===== config.mk =====
export PLATFORM = sky130hd
export DESIGN_NAME = db9_pad_scanner
export DESIGN_NICKNAME = d
export VERILOG_FILES = /design/src/rtl/joystick_pkg.sv /design/src/rtl/pad_debounce.sv /design/src/rtl/db9_pad_scanner.sv
export SDC_FILE = /design/constraint.sdc
export NUM_CORES = 1
export LEC_CHECK = 0
export CAP_MARGIN = 30
export CORE_MARGIN = 5
export CORE_UTILIZATION = 50
export DETAILED_ROUTE_END_ITERATION = 12
export PLACE_DENSITY = 0.7
export SYNTH_ARGS = -nofsm -noshare
export SYNTH_HDL_FRONTEND = slang
export SYNTH_SLANG_ARGS = --single-unit

===== constraint.sdc =====
create_clock -name clk -period 6.55 [get_ports clk]
set_input_delay 0.9825 -clock clk [delete_from_list [all_inputs] [get_ports clk]]
set_output_delay 0.9825 -clock clk [all_outputs]
set_load 0.05 [all_outputs]

===== src/rtl/joystick_pkg.sv =====
// Shared definitions for the DB9 joystick scanner: scan FSM encoding,
// pad identifiers, FUDLR bit positions and default timing.
package joystick_pkg;

  typedef enum logic [1:0] {
    ST_SETTLE = 2'd0,
    ST_SAMPLE = 2'd1,
    ST_HOLD   = 2'd2
  } scan_state_t;

  typedef enum logic {
    PAD1 = 1'b0,
    PAD2 = 1'b1
  } pad_t;

  // Bit positions inside a pad word {fire2,fire1,up,down,left,right}
  localparam int BIT_FIRE2 = 5;
  localparam int BIT_FIRE1 = 4;
  localparam int BIT_UP    = 3;
  localparam int BIT_DOWN  = 2;
  localparam int BIT_LEFT  = 1;
  localparam int BIT_RIGHT = 0;

  localparam int PAD_W = 6;

  // Active-low word with nothing pressed
  localparam logic [PAD_W-1:0] RELEASED = 6'h3F;

  // 28 MHz clock: 200 Hz slots, 10 us settle after each select change
  localparam int DEF_SLOT_DIV = 140000;
  localparam int DEF_SETTLE   = 280;

endpackage


===== src/rtl/pad_debounce.sv =====
// Two-sample debouncer for one pad: a value is accepted only when two
// consecutive samples of this pad agree, and a change of the accepted
// value raises a single-cycle update pulse.
module pad_debounce
  import joystick_pkg::*;
(
  input  logic             clk,
  input  logic             rst_n,
  input  logic             clr,
  input  logic             sample_en,
  input  logic [PAD_W-1:0] din,
  output logic [PAD_W-1:0] dout,
  output logic             upd
);

  logic [PAD_W-1:0] raw;

  // Raw history, accepted word and change pulse; clr wipes the pad silently
  always_ff @(posedge clk) begin
    if (!rst_n || clr) begin
      raw  <= RELEASED;
      dout <= RELEASED;
      upd  <= 1'b0;
    end else begin
      upd <= 1'b0;
      if (sample_en) begin
        raw <= din;
        if ((din == raw) && (din != dout)) begin
          dout <= din;
          upd  <= 1'b1;
        end
      end
    end
  end

endmodule


===== src/rtl/db9_pad_scanner.sv =====
// Time-slices the single DB9 port between two pads through the splitter:
// drives the select pin, waits for the lines to settle, samples the
// synchronised port once per slot and hands the sample to the pad that
// owns the current slot.
module db9_pad_scanner
  import joystick_pkg::*;
#(
  parameter int SLOT_DIV = DEF_SLOT_DIV,
  parameter int SETTLE   = DEF_SETTLE
) (
  input  logic       clk,
  input  logic       rst_n,
  input  logic       splitter_en,
  input  logic [5:0] db9_in,
  output logic       db9_sel,
  output logic [5:0] joy1_out,
  output logic [5:0] joy2_out,
  output logic       joy1_upd,
  output logic       joy2_upd
);

  localparam int CNT_W = $clog2(SLOT_DIV);
  localparam logic [CNT_W-1:0] CNT_LAST   = CNT_W'(SLOT_DIV - 1);
  localparam logic [CNT_W-1:0] CNT_SETTLE = CNT_W'(SETTLE);

  logic [CNT_W-1:0] slot_cnt;
  logic [CNT_W-1:0] slot_cnt_nxt;
  scan_state_t      state;
  scan_state_t      state_nxt;
  pad_t             cur_pad;
  logic             first_slot;
  logic             split_q;
  logic [PAD_W-1:0] sync1;
  logic [PAD_W-1:0] sync2;
  logic             boundary;
  logic             sample_en;
  logic             split_fall;
  logic             pad1_sample;
  logic             pad2_sample;

  // Slot counter and scan state register
  always_ff @(posedge clk) begin
    if (!rst_n) begin
      slot_cnt <= '0;
      state    <= ST_SETTLE;
    end else begin
      slot_cnt <= slot_cnt_nxt;
      state    <= state_nxt;
    end
  end

  // Next slot position, scan state derived from it, and per-cycle strobes
  always_comb begin
    boundary     = (slot_cnt == CNT_LAST);
    slot_cnt_nxt = boundary ? '0 : slot_cnt + CNT_W'(1);
    sample_en    = (state == ST_SAMPLE);
    state_nxt    = ST_HOLD;
    if (slot_cnt_nxt < CNT_SETTLE) begin
      state_nxt = ST_SETTLE;
    end else if (slot_cnt_nxt == CNT_SETTLE) begin
      state_nxt = ST_SAMPLE;
    end
  end

  // Steering: pad2 owns a sample only while the splitter is enabled and
  // either the slot was assigned to pad2 at its boundary or this is the
  // first slot after reset, which starts with the select pin high
  always_comb begin
    split_fall  = split_q && !splitter_en;
    pad2_sample = sample_en && splitter_en &&
                  ((cur_pad == PAD2) || first_slot);
    pad1_sample = sample_en && !pad2_sample;
  end

  // Select pin and slot ownership, updated at slot boundaries; a splitter
  // disable immediately hands the rest of the slot to pad1
  always_ff @(posedge clk) begin
    if (!rst_n) begin
      db9_sel    <= 1'b1;
      cur_pad    <= PAD1;
      first_slot <= 1'b1;
      split_q    <= 1'b1;
    end else begin
      split_q <= splitter_en;
      if (boundary) begin
        first_slot <= 1'b0;
        if (splitter_en) begin
          db9_sel <= ~db9_sel;
          cur_pad <= db9_sel ? PAD1 : PAD2;
        end else begin
          db9_sel <= 1'b1;
          cur_pad <= PAD1;
        end
      end else if (split_fall) begin
        first_slot <= 1'b0;
        cur_pad    <= PAD1;
      end
    end
  end

  // Two-flop synchroniser for the asynchronous port pins
  always_ff @(posedge clk) begin
    if (!rst_n) begin
      sync1 <= RELEASED;
      sync2 <= RELEASED;
    end else begin
      sync1 <= db9_in;
      sync2 <= sync1;
    end
  end

  pad_debounce u_pad1 (
    .clk       (clk),
    .rst_n     (rst_n),
    .clr       (1'b0),
    .sample_en (pad1_sample),
    .din       (sync2),
    .dout      (joy1_out),
    .upd       (joy1_upd)
  );

  pad_debounce u_pad2 (
    .clk       (clk),
    .rst_n     (rst_n),
    .clr       (split_fall),
    .sample_en (pad2_sample),
    .din       (sync2),
    .dout      (joy2_out),
    .upd       (joy2_upd)
  );

endmodule


==> results.toml <==
[logic_synthesis]
synth_compound_area_frac = 0.0630
synth.ff_latch_count = 62
synthMostInstantiatedCell = "dfxtp_1"
synthFlopType = "dfxtp_1"
ys_top_cells_by_area = "dfxtp_1 43%, mux2i_1 8.3%, xnor2_1 6.9%, xor2_1 6.3%, nand2_1 4.3%"
synth_commonest_cells = "62 x dfxtp_1, 33 x nand2_1, 24 x mux2i_1"
synth.cell_area_um2 = 2900
synth_top_area_cell = "dfxtp_1"
synth_xor_xnor_area_share = 0.133
synth_edf_count = 0
synthAdderAreaFrac = 0.00431
syn-num-nets = 320
synth_top_cell_area_share = 0.428
yosys.area_share.simple = 0.238
avgSynthCellArea_um2 = 9.36
synth_top_family_by_area = "simple AND/OR/NAND/NOR gates"
async_reset_ff_frac = 0
synthCells = 310
synth_cell_types = 53
seq_area_frac_synth = 0.428
yosys-mux-area-fraction = 0.0867
synth_warnings = 0

[placed_design]
hpwl_um = 3660
portBuffers = 23
dpl-instance-area_um2 = 3130
gp_congestion = 0.798

[sta]
setup_viol = 0
period_share = 0.421
finalHoldViolations = 0
skew_ns = 0.00985
fin_tns_setup_ns = 0
rsz0062_at_grt = "false"
relSlewSlack = 0.610
tightestPinTransition_ns = 0.579
final.min_clock_period_ns = 2.76
fmax_mhz = 362
final_max_slew_viol_count = 0

[cells_and_area]
layout-drive-gt1-share = 0.0851
nets = 334
multi_input_area_um2 = 1520
utilization = 0.591
area_growth_pct = 13.6
design_area_um2 = 3300
regArea_um2 = 1240
antenna_cells = 0
nFillCells = 500

[global_route]
track_usage = 0.159
grt_pass1_wl_um = 9380
overflow = 0
grt_pass1_vias = 2037
grt.busiest_layer = "met2"
use_met3 = 0.0605
use_met1 = 0.199
grt_max_degree = 39
antenna_found_initial = 0
grt_use_met2 = 0.254

[routing]
wirelength_um = 5350
drc_errors = 0
vias = 2066
firstDrtPassIters = 4
drtIter0Drc = 82
viasPerCell = 5.15
wl_per_cell_um = 13.3
ant_nets = 0

[power]
switching_share = 0.240
clkPwrFrac = 0.402
p_seq_frac = 0.558
power_density_nw_per_um2 = 213
p_leak_uw = 0.00123
intPower_uw = 532
combPwrFrac = 0.040
ir_worst_vdd_mv = 0.149
power_switching_uw = 168

[critical_path]
cp_data_arrival_time_ns = 2.97
cp-end-kind = "flop"
start_kind = "primary input"
crit_required_ns = 6.76
cp_max_fo = 7
critPathKind = "in -> reg"

[floorplan]
core_um2 = 5570
start_util = 0.520
chipWidth_um = 86.2
die_h_um = 86.2
rows = 27
num_io_pins = 24
dieArea_um2 = 7420

[flow_run]
drv_cap = 0

[clocking]
cts_buffers = 9
cts_root_buf = "clkbuf_8"
clk_latency_ns = 0.34
htree_levels = 3
post-cts-setup-buffers = 0
clkSinkCount = 62
cts_buffer_depth = 2
path_clk_slew_ns = 0.07
hold_buffers = 0
cts_tree = "built"
ctsResizeCount = 0

[worst_hold_path]
min_path_type = "reg -> reg"

[status]
status = "finished, final reports clean"
-- area by class of cell --
type	instances	share of cell area
multi-input combinational	218	0.462
sequential	62	0.377
timing repair buffer	25	0.0744
clock buffer	10	0.0387
tap	72	0.0273
clock inverter	6	0.0118
inverter	8	0.00911
-- logic make-up after synthesis --
family                   after synthesis
AND/OR/NAND/NOR                      126
flip-flops                            62
XOR/XNOR                              44
buffers and inverters                 30
multiplexers                          25
AO/OA/AOI/OAI                         22
adder cells (fa/ha/maj)                1
-- worst max-delay path, stage by stage --
cell             delay, ns
clkdlybuf4s50_1       0.49
o21ai_2               0.13
nand3b_4              0.16
or4_4                 0.57
a31oi_4               0.32
mux2i_1               0.23
nand2_1               0.07
-- final timing paths --
path                    start              to  slack (ns)  depth (start not counted)
setup / recovery  splitter_en  u_pad1.dout[4]        3.79                          7
hold / removal       sync1[5]        sync2[5]        0.40                          1
setup reg to reg  slot_cnt[0]        state[0]        4.23                          7
hold reg to reg      sync1[5]        sync2[5]        0.40                          1
-- layout by cell type, fill, tap and decap left out, types with 2 or more instances in the layout --
cell and n:
a21oi_1 2, and2_1 10, and3_1 3, buf_4 2
clkbuf_8 9, clkdlybuf4s50_1 23, clkinv_2 3, clkinvlp_4 2
dfxtp_1 62, inv_1 8, mux2i_1 24, nand2_1 33
nand2b_1 16, nand3_1 9, nand3b_1 2, nand4_1 7
nor2_1 22, nor3_1 4, nor4_1 6, o21ai_0 3
or3_1 2, xnor2_1 23, xor2_1 21
-- registers in the layout (all words and copies together), names as in the netlist --
name         cells
u_pad2.raw       6
u_pad1.raw       6
slot_cnt        18
db9_sel          1
split_q          1
u_pad1.upd       1
u_pad2.dout      6
state            2
first_slot       1
u_pad1.dout      6
sync2            6
u_pad2.upd       1
cur_pad          1
sync1            6
-- metal layers --
layer,wire length (µm),part of all wire,vias to the layer above
met3,230,0.043,6
li1,-,-,1069
met1,2450,0.46,962
met4,50,0.0093,0
met5,0,0,-
met2,2620,0.49,29
-- stage by stage --
stage,hold WS (ns),worst slack (ns),total power (µW),std cells
3_5_place_dp,0.391,3.41,428,385
6_report,0.405,3.79,701,401
3_3_place_gp,0.389,3.47,428,385
2_1_floorplan,0.386,4.11,419,310
4_1_cts,0.404,3.76,712,401
5_1_grt,0.411,3.69,735,401
-- power by group through the flow --
stage               logic [µW]  clock network, µW  registers, µW
floorplan                 25.5                  0            393
global placement          28.6                  0            399
detailed placement        28.8                  0            399
CTS                       28.9                293            391
global route              31.8                311            391
finish                    28.2                282            391
Power figures use the tool's default switching activity.
